### src/rtl/eth_gen_pkg.sv
// Shared types and constants for the eth_traffic_gen GMII frame generator.
// Holds the FSM and pattern enums, the fixed line bytes and the CRC/LFSR constants.
package eth_gen_pkg;

  typedef enum logic [2:0] {
    ST_IDLE = 3'd0,
    ST_PRE  = 3'd1,
    ST_SFD  = 3'd2,
    ST_PAY  = 3'd3,
    ST_FCS  = 3'd4,
    ST_IFG  = 3'd5
  } state_t;

  typedef enum logic [1:0] {
    PAT_INC   = 2'd0,
    PAT_CONST = 2'd1,
    PAT_PRBS  = 2'd2,
    PAT_INDEX = 2'd3
  } pattern_t;

  localparam logic [7:0]  PREAMBLE_BYTE = 8'h55;
  localparam logic [7:0]  SFD_BYTE      = 8'hD5;
  localparam logic [31:0] CRC_POLY      = 32'hEDB88320;
  localparam logic [31:0] CRC_INIT      = 32'hFFFFFFFF;
  // Taps for x^8+x^6+x^5+x^4+1 on a left-shifting register (bits 7,5,4,3).
  localparam logic [7:0]  LFSR_TAPS     = 8'hB8;

  function automatic logic [7:0] lfsr_next(input logic [7:0] r);
    return {r[6:0], ^(r & LFSR_TAPS)};
  endfunction

endpackage

### src/rtl/eth_crc32_d8.sv
// Combinational one-byte step of the reflected Ethernet CRC-32.
// Bits are consumed LSB first, matching GMII byte order on the wire.
module eth_crc32_d8
  import eth_gen_pkg::*;
(
  input  logic [31:0] crc_in,
  input  logic [7:0]  dat,
  output logic [31:0] crc_out
);

  logic [31:0] c;

  always_comb begin
    c = crc_in;
    for (int b = 0; b < 8; b++) begin
      if (c[0] ^ dat[b]) begin
        c = (c >> 1) ^ CRC_POLY;
      end else begin
        c = c >> 1;
      end
    end
    crc_out = c;
  end

endmodule

### src/rtl/eth_traffic_gen.sv
// GMII Ethernet frame/burst generator with payload patterns and txer injection.
// Define ETH_GEN_FCS_EN to append a CRC-32 FCS after each payload.
module eth_traffic_gen
  import eth_gen_pkg::*;
#(
  parameter int MAX_LEN      = 1514,
  parameter int MIN_IFG      = 12,
  parameter int PREAMBLE_LEN = 7
) (
  input  logic        clk,
  input  logic        reset,
  input  logic        start,
  input  logic        stop,
  input  logic [15:0] frame_len,
  input  logic [15:0] frame_cnt,
  input  logic [7:0]  ifg,
  input  logic [1:0]  pattern,
  input  logic [7:0]  seed,
  input  logic        err_en,
  input  logic [15:0] err_pos,
  output logic        busy,
  output logic        done,
  output logic [15:0] frames_sent,
  output logic [7:0]  tx_dat,
  output logic        tx_en,
  output logic        tx_er,
  output logic [2:0]  dbg_state
);

  localparam logic [15:0] MAX_LEN_W  = 16'(MAX_LEN);
  localparam logic [7:0]  MIN_IFG_W  = 8'(MIN_IFG);
  localparam logic [15:0] PRE_LAST   = 16'(PREAMBLE_LEN - 1);

  state_t      state, state_n;
  logic [15:0] cnt, cnt_n;

  // Burst configuration captured when a start is accepted.
  logic [15:0] len_l;
  logic [15:0] fcnt_l;
  logic [7:0]  gap_l;
  pattern_t    pat_l;
  logic [7:0]  seed_l;
  logic        err_en_l;
  logic [15:0] err_pos_l;
  logic        stop_seen;
  logic [7:0]  lfsr;

  logic [15:0] len_eff;
  logic [7:0]  gap_eff;
  logic        accept;
  logic        burst_end;
  logic [7:0]  pay_byte;
  logic [7:0]  dat_n;
  logic        en_n;
  logic        er_n;

  assign accept    = (state == ST_IDLE) && start;
  assign dbg_state = state;
  assign burst_end = stop_seen || stop ||
                     ((fcnt_l != 16'd0) && (frames_sent == fcnt_l));

  always_comb begin
    len_eff = frame_len;
    if (frame_len == 16'd0) begin
      len_eff = 16'd1;
    end else if (frame_len > MAX_LEN_W) begin
      len_eff = MAX_LEN_W;
    end
    gap_eff = (ifg < MIN_IFG_W) ? MIN_IFG_W : ifg;
  end

`ifdef ETH_GEN_FCS_EN
  logic [31:0] crc;
  logic [31:0] crc_nx;
  logic [31:0] fcs_word;
  logic [7:0]  fcs_byte;

  eth_crc32_d8 u_crc (
    .crc_in  (crc),
    .dat     (dat_n),
    .crc_out (crc_nx)
  );

  assign fcs_word = ~crc;

  always_comb begin
    case (cnt_n[1:0])
      2'd0:    fcs_byte = fcs_word[7:0];
      2'd1:    fcs_byte = fcs_word[15:8];
      2'd2:    fcs_byte = fcs_word[23:16];
      default: fcs_byte = fcs_word[31:24];
    endcase
  end
`endif

  always_comb begin
    state_n = state;
    cnt_n   = cnt + 16'd1;
    case (state)
      ST_IDLE: begin
        cnt_n = 16'd0;
        if (start) state_n = ST_PRE;
      end
      ST_PRE: begin
        if (cnt == PRE_LAST) begin
          state_n = ST_SFD;
          cnt_n   = 16'd0;
        end
      end
      ST_SFD: begin
        state_n = ST_PAY;
        cnt_n   = 16'd0;
      end
      ST_PAY: begin
        if (cnt == len_l - 16'd1) begin
          cnt_n = 16'd0;
`ifdef ETH_GEN_FCS_EN
          state_n = ST_FCS;
`else
          state_n = ST_IFG;
`endif
        end
      end
      ST_FCS: begin
        if (cnt == 16'd3) begin
          state_n = ST_IFG;
          cnt_n   = 16'd0;
        end
      end
      ST_IFG: begin
        if (cnt == {8'd0, gap_l} - 16'd1) begin
          cnt_n   = 16'd0;
          state_n = burst_end ? ST_IDLE : ST_PRE;
        end
      end
      default: begin
        state_n = ST_IDLE;
        cnt_n   = 16'd0;
      end
    endcase
  end

  always_comb begin
    case (pat_l)
      PAT_INC:   pay_byte = seed_l + cnt_n[7:0];
      PAT_CONST: pay_byte = seed_l;
      PAT_PRBS:  pay_byte = lfsr;
      default:   pay_byte = frames_sent[7:0];
    endcase
  end

  // Line outputs are decoded from the next state so they register in step with it.
  always_comb begin
    dat_n = 8'h00;
    en_n  = 1'b0;
    er_n  = 1'b0;
    case (state_n)
      ST_PRE: begin
        dat_n = PREAMBLE_BYTE;
        en_n  = 1'b1;
      end
      ST_SFD: begin
        dat_n = SFD_BYTE;
        en_n  = 1'b1;
      end
      ST_PAY: begin
        dat_n = pay_byte;
        en_n  = 1'b1;
        er_n  = err_en_l && (cnt_n == err_pos_l);
      end
`ifdef ETH_GEN_FCS_EN
      ST_FCS: begin
        dat_n = fcs_byte;
        en_n  = 1'b1;
      end
`endif
      default: begin
        dat_n = 8'h00;
      end
    endcase
  end

  always_ff @(posedge clk) begin
    if (reset) begin
      state       <= ST_IDLE;
      cnt         <= 16'd0;
      len_l       <= 16'd1;
      fcnt_l      <= 16'd0;
      gap_l       <= MIN_IFG_W;
      pat_l       <= PAT_INC;
      seed_l      <= 8'h00;
      err_en_l    <= 1'b0;
      err_pos_l   <= 16'd0;
      stop_seen   <= 1'b0;
      lfsr        <= 8'h01;
      frames_sent <= 16'd0;
      busy        <= 1'b0;
      done        <= 1'b0;
      tx_dat      <= 8'h00;
      tx_en       <= 1'b0;
      tx_er       <= 1'b0;
    end else begin
      state  <= state_n;
      cnt    <= cnt_n;
      busy   <= (state_n != ST_IDLE);
      done   <= (state == ST_IFG) && (state_n == ST_IDLE);
      tx_dat <= dat_n;
      tx_en  <= en_n;
      tx_er  <= er_n;

      if (accept) begin
        len_l       <= len_eff;
        fcnt_l      <= frame_cnt;
        gap_l       <= gap_eff;
        pat_l       <= pattern_t'(pattern);
        seed_l      <= seed;
        err_en_l    <= err_en;
        err_pos_l   <= err_pos;
        stop_seen   <= 1'b0;
        frames_sent <= 16'd0;
      end else begin
        if ((state != ST_IDLE) && stop) stop_seen <= 1'b1;
        if ((state_n == ST_IFG) && (state != ST_IFG)) frames_sent <= frames_sent + 16'd1;
      end

      if (state_n == ST_SFD) begin
        lfsr <= (seed_l == 8'h00) ? 8'h01 : seed_l;
      end else if (state_n == ST_PAY) begin
        lfsr <= lfsr_next(lfsr);
      end
    end
  end

`ifdef ETH_GEN_FCS_EN
  always_ff @(posedge clk) begin
    if (reset) begin
      crc <= CRC_INIT;
    end else if (state_n == ST_SFD) begin
      crc <= CRC_INIT;
    end else if (state_n == ST_PAY) begin
      crc <= crc_nx;
    end
  end
`endif

endmodule

### config.mk
export PLATFORM = sky130hd
export DESIGN_NAME = eth_traffic_gen
export DESIGN_NICKNAME = d
export VERILOG_FILES = /design/src/rtl/eth_gen_pkg.sv /design/src/rtl/eth_crc32_d8.sv /design/src/rtl/eth_traffic_gen.sv
export SDC_FILE = /design/constraint.sdc
export NUM_CORES = 1
export LEC_CHECK = 0
export CAP_MARGIN = 20
export CORE_MARGIN = 2
export CORE_UTILIZATION = 41
export DETAILED_ROUTE_END_ITERATION = 8
export GPL_TIMING_DRIVEN = 0
export SKIP_LAST_GASP = 1
export SYNTH_ARGS = -nofsm -noshare
export SYNTH_HDL_FRONTEND = slang
export SYNTH_SLANG_ARGS = --single-unit
### constraint.sdc
create_clock -name clk -period 5.4 [get_ports clk]
set_clock_uncertainty 0.15 [all_clocks]
set_input_delay 1.08 -clock clk [delete_from_list [all_inputs] [get_ports clk]]
set_output_delay 1.08 -clock clk [all_outputs]
set_load 0.05 [all_outputs]
==> metrics.md <==
| Metric | Value |
|---|---|
| Clk sinks | 123 |
| EDFF count, synth | 0 |
| DR pass1 iterations | 5 |
| Post-Route WL | 20.3 mm |
| Final ANT Viol Nets | 0 |
| DR WL met2 | 9.58 mm |
| CP startpoint | len_l[0] |
| Via-per-instance ratio | 5.38 |
| Pint | 1.75 mW |
| Yosys warns | 0 |
| Total track usage | 23.0% |
| Switching Fraction | 26.2% |
| Area of the multi-input gates | 4310 µm² |
| Die Area | 18100 µm² |
| CP arrival | 5.20 ns |
| Initial Utilization | 42.0% |
| RSZ-0062 raised after global routing | false |
| Global-route wire length before repair | 32.6 mm |
| Largest stage delay on the critical path | 0.40 ns |
| Fmax | 0.199 GHz |
| Cts bufs inserted | 17 |
| Syn Nets | 944 |
| Crit Path Category | flip-flop to flip-flop |
| RePlAce Congestion | 0.874 |
| Worst r2r src | len_l[0] |
| Buf/Inv on CP | 3 |
| Number of hold buffers added after CTS | 0 |
| Die Y | 134 µm |
| Final WS setup | 0.378 ns |
| Period Utilization, post-route | 93.0% |
| Slew @ Worst Pin | 0.846 ns |
| Min Tclk post-route | 5.02 ns |
| Met3 routed WL | 892 µm |
| Reg area | 2460 µm² |
| Critical Path Start Type | flip-flop |
| Buffers on Ports | 101 |
| Synth async-reset ratio | 0% |
| Vias in the first global route | 6184 |
| Initial DRC count | 356 |
| H-tree level count | 4 |
| Largest net degree at the start of global routing | 17 |
| DR vias | 6528 |
| # IOs | 102 |
| Layout cells sized above 1 | 7.14% |
| Combinational share of power | 14.0% |
| CTS tree | done |
| CP endpoint kind | flip-flop |
| Critical path's top delay family | compound AO/OA/AOI/OAI gates |
| Max FO, Critical Path | 10 |
| Pre-CTS setup slack | -0.0119 ns |
| Core area | 16600 µm² |
| Number of synthesized register bits | 123 |
| DR WL/cell | 16.7 µm |
| Max Cap Viol | 0 |
| Crit-path slowest cell | or3b_1 |
| Grt ovf | 0 |
| Avg Cell Area, Syn | 8.11 µm² |
| Synthesized area | 6970 µm² |
| CP required | 5.58 ns |
| Final setup viols | 0 |
| Worst Hold Launch | err_en_l |
| Seq pwr share | 41.2% |
| Die Wd | 134 µm |
| Worst slew margin | 43.4% |
| Hold Fails Final Rpt | 0 |
| VDD IR max | 0.278 mV |
| Pins Over Slew Limit | 0 |
| Crit-path cells | inv_1 -> ha_1 -> buf_4 -> or3b_1 -> a2111oi_4 -> nand4b_1 -> nor4_4 -> o2111ai_4 -> a21oi_4 -> buf_6 -> nor2_1 -> ha_1 -> a21o_1 -> a21oi_2 -> nor2b_1 -> o21a_1 -> o41a_1 -> nor3b_1 -> mux2_2 -> o21a_1 -> nor4_4 |
| Clk pwr share | 44.8% |
| Top layer in use | met4 |
| Post-Syn Instances | 860 |
| Count of cell types in the netlist | 80 |
| ANT cells | 0 |
| CTS root buffer | clkbuf_16 |
| Tot Pwr | 2.38 mW |
| Row cnt | 47 |
| Post-synthesis sequential area ratio | 35.3% |
| Final nets | 1066 |
| LEAKAGE | 3.33 nW |
| Hpwl dp | 15.1 mm |
| Clock transition at path regs | 0.05 ns |
| Hold Worst Slack | 0.311 ns |
| Fill cells | 1656 |
| Drt drc | 0 |
| Psw | 622 µW |
| Longest Clk Path Bufs | 2 |
| Antenna violations before repair | 0 |
| Skew-Pair Late Insertion Delay | 0.42 ns |
| HP Class | flip-flop to flip-flop |
| Power Density | 267 nW/µm² |
| Met1 wire length | 9.51 mm |
| Status | finished, final reports clean |
| Ys flop type | dfxtp_1 |
| Synth-to-layout area growth | 27.5% |
power groups by stage:
stage          logic, mW  registers, mW  clock network [mW]
2_1_floorplan      0.193          0.999                   0
3_3_place_gp       0.320          0.997                   0
3_5_place_dp       0.321          0.998                   0
4_1_cts            0.324          0.978                1.08
5_1_grt            0.368          0.983                1.13
6_report           0.332          0.979                1.06
cells in the final DEF, fill, tap and decap left out, types with 10 or more instances in the layout:
| cell type | netlist | routed |
|---|---|---|
| nand2_1 | 137 | 137 |
| dfxtp_1 | 123 | 123 |
| clkdlybuf4s50_1 | 0 | 101 |
| nor2_1 | 84 | 84 |
| a21oi_1 | 74 | 73 |
| xnor2_1 | 46 | 46 |
| clkbuf_1 | 40 | 43 |
| xor2_1 | 31 | 31 |
| nor3_1 | 26 | 25 |
| o21ai_0 | 19 | 19 |
| nor2b_1 | 18 | 18 |
| nand3_1 | 18 | 18 |
| clkbuf_16 | 0 | 17 |
| nor4_1 | 17 | 16 |
| nand4_1 | 14 | 14 |
| and3_1 | 13 | 13 |
| inv_1 | 12 | 12 |
| ha_1 | 12 | 12 |
| and2_1 | 11 | 11 |
| a21o_1 | 10 | 10 |
through the flow:
step | std cells | instance area, µm² | setup TNS (ns) | util, %
global placement | 1181 | 8260 | -0.0225 | 49.8
floorplan | 860 | 6970 | 0 | -
finish | 1214 | 8890 | 0 | 53.6
global route | 1214 | 8890 | 0 | 53.6
detailed placement | 1181 | 8260 | -0.0119 | 49.8
CTS | 1213 | 8820 | 0 | 53.2
timing repair:
action | in CTS | in global routing
setup buffers | 1 | 1
hold endpoints to repair | 0 | 0
endpoints found under the setup margin | 1 | 2
resized for setup | 0 | 10
pin swaps | 1 | 4
flip-flops by register name (all words and copies together), names as in the netlist:
| name | cells |
|---|---|
| fcnt_l | 16 |
| tx_er | 1 |
| done | 1 |
| gap_l | 8 |
| dbg_state | 3 |
| cnt | 16 |
| lfsr | 8 |
| busy | 1 |
| stop_seen | 1 |
| tx_en | 1 |
| frames_sent | 16 |
| tx_dat | 8 |
| seed_l | 8 |
| err_pos_l | 16 |
| pat_l | 2 |
| err_en_l | 1 |
| len_l | 16 |
metal layers:
layer	GRT usage (%)	vias to the layer above
li1	-	3305
met1	30.8	3047
met2	37.7	152
met3	3.78	24
met4	7.95	0
met5	0	-
cell families after synthesis:
logic type,share of synthesized area [%]
compound gates,16.7
buf+inv,3.82
flops,35.3
fa+ha+maj,2.44
simple gates,28.2
mux,3.57
xor+xnor,9.99
worst reg2reg max path, delay by kind of cell, from the launching register on:
family          cells  cell delay, ns
compound gates      8            1.88
mux                 1            0.32
fa+ha+maj           2            0.44
simple gates        7            1.38
buf+inv             3            0.41
flops               1            0.36
synthesized netlist by cell type (all sizes together) (3+ instances only):
master | count | share of area (%)
o32ai | 3 | 0.38
mux4 | 7 | 2.3
or4 | 7 | 0.81
nor2b | 18 | 1.6
a211oi | 6 | 0.65
and3 | 13 | 1.2
a31oi | 4 | 0.36
o21a | 6 | 0.65
and4 | 4 | 0.50
a2bb2oi | 7 | 0.88
clkbuf | 40 | 2.2
nand2 | 137 | 7.4
o22ai | 3 | 0.27
nand3 | 18 | 1.3
nand4b | 3 | 0.38
or3 | 9 | 0.81
nor3 | 27 | 2.0
nand4 | 14 | 1.3
a22o | 3 | 0.38
a21oi | 76 | 5.8
nor3b | 5 | 0.54
and2 | 11 | 0.99
xnor2 | 46 | 5.8
a21o | 10 | 1.1
or2 | 5 | 0.48
o21bai | 3 | 0.32
nand2b | 4 | 0.36
nor2 | 84 | 4.5
ha | 12 | 2.2
mux2i | 8 | 1.1
o2111ai | 5 | 0.72
o21ai | 20 | 1.4
o22a | 5 | 0.63
nand3b | 4 | 0.43
inv | 12 | 0.65
or3b | 3 | 0.38
xor2 | 31 | 3.9
nor4 | 20 | 2.2
dfxtp | 123 | 35
buf | 11 | 1.0
worst paths after layout:
check / slack (ns) / cells after the start / end
setup / recovery: 0.38 / 21 / tx_dat[7]
hold / removal: 0.31 / 2 / err_en_l
setup reg to reg: 0.38 / 21 / tx_dat[7]
hold reg to reg: 0.31 / 2 / err_en_l
cell type report:
class | instances | share of cell area (%)
buffer | 51 | 2.53
clock buffer | 26 | 5.84
clock inverter | 5 | 0.380
inverter | 12 | 0.506
multi-input combinational | 674 | 48.4
sequential | 123 | 27.7
tap | 220 | 3.10
timing repair buffer | 103 | 11.5
No activity file was read; power rests on OpenSTA's default activity.
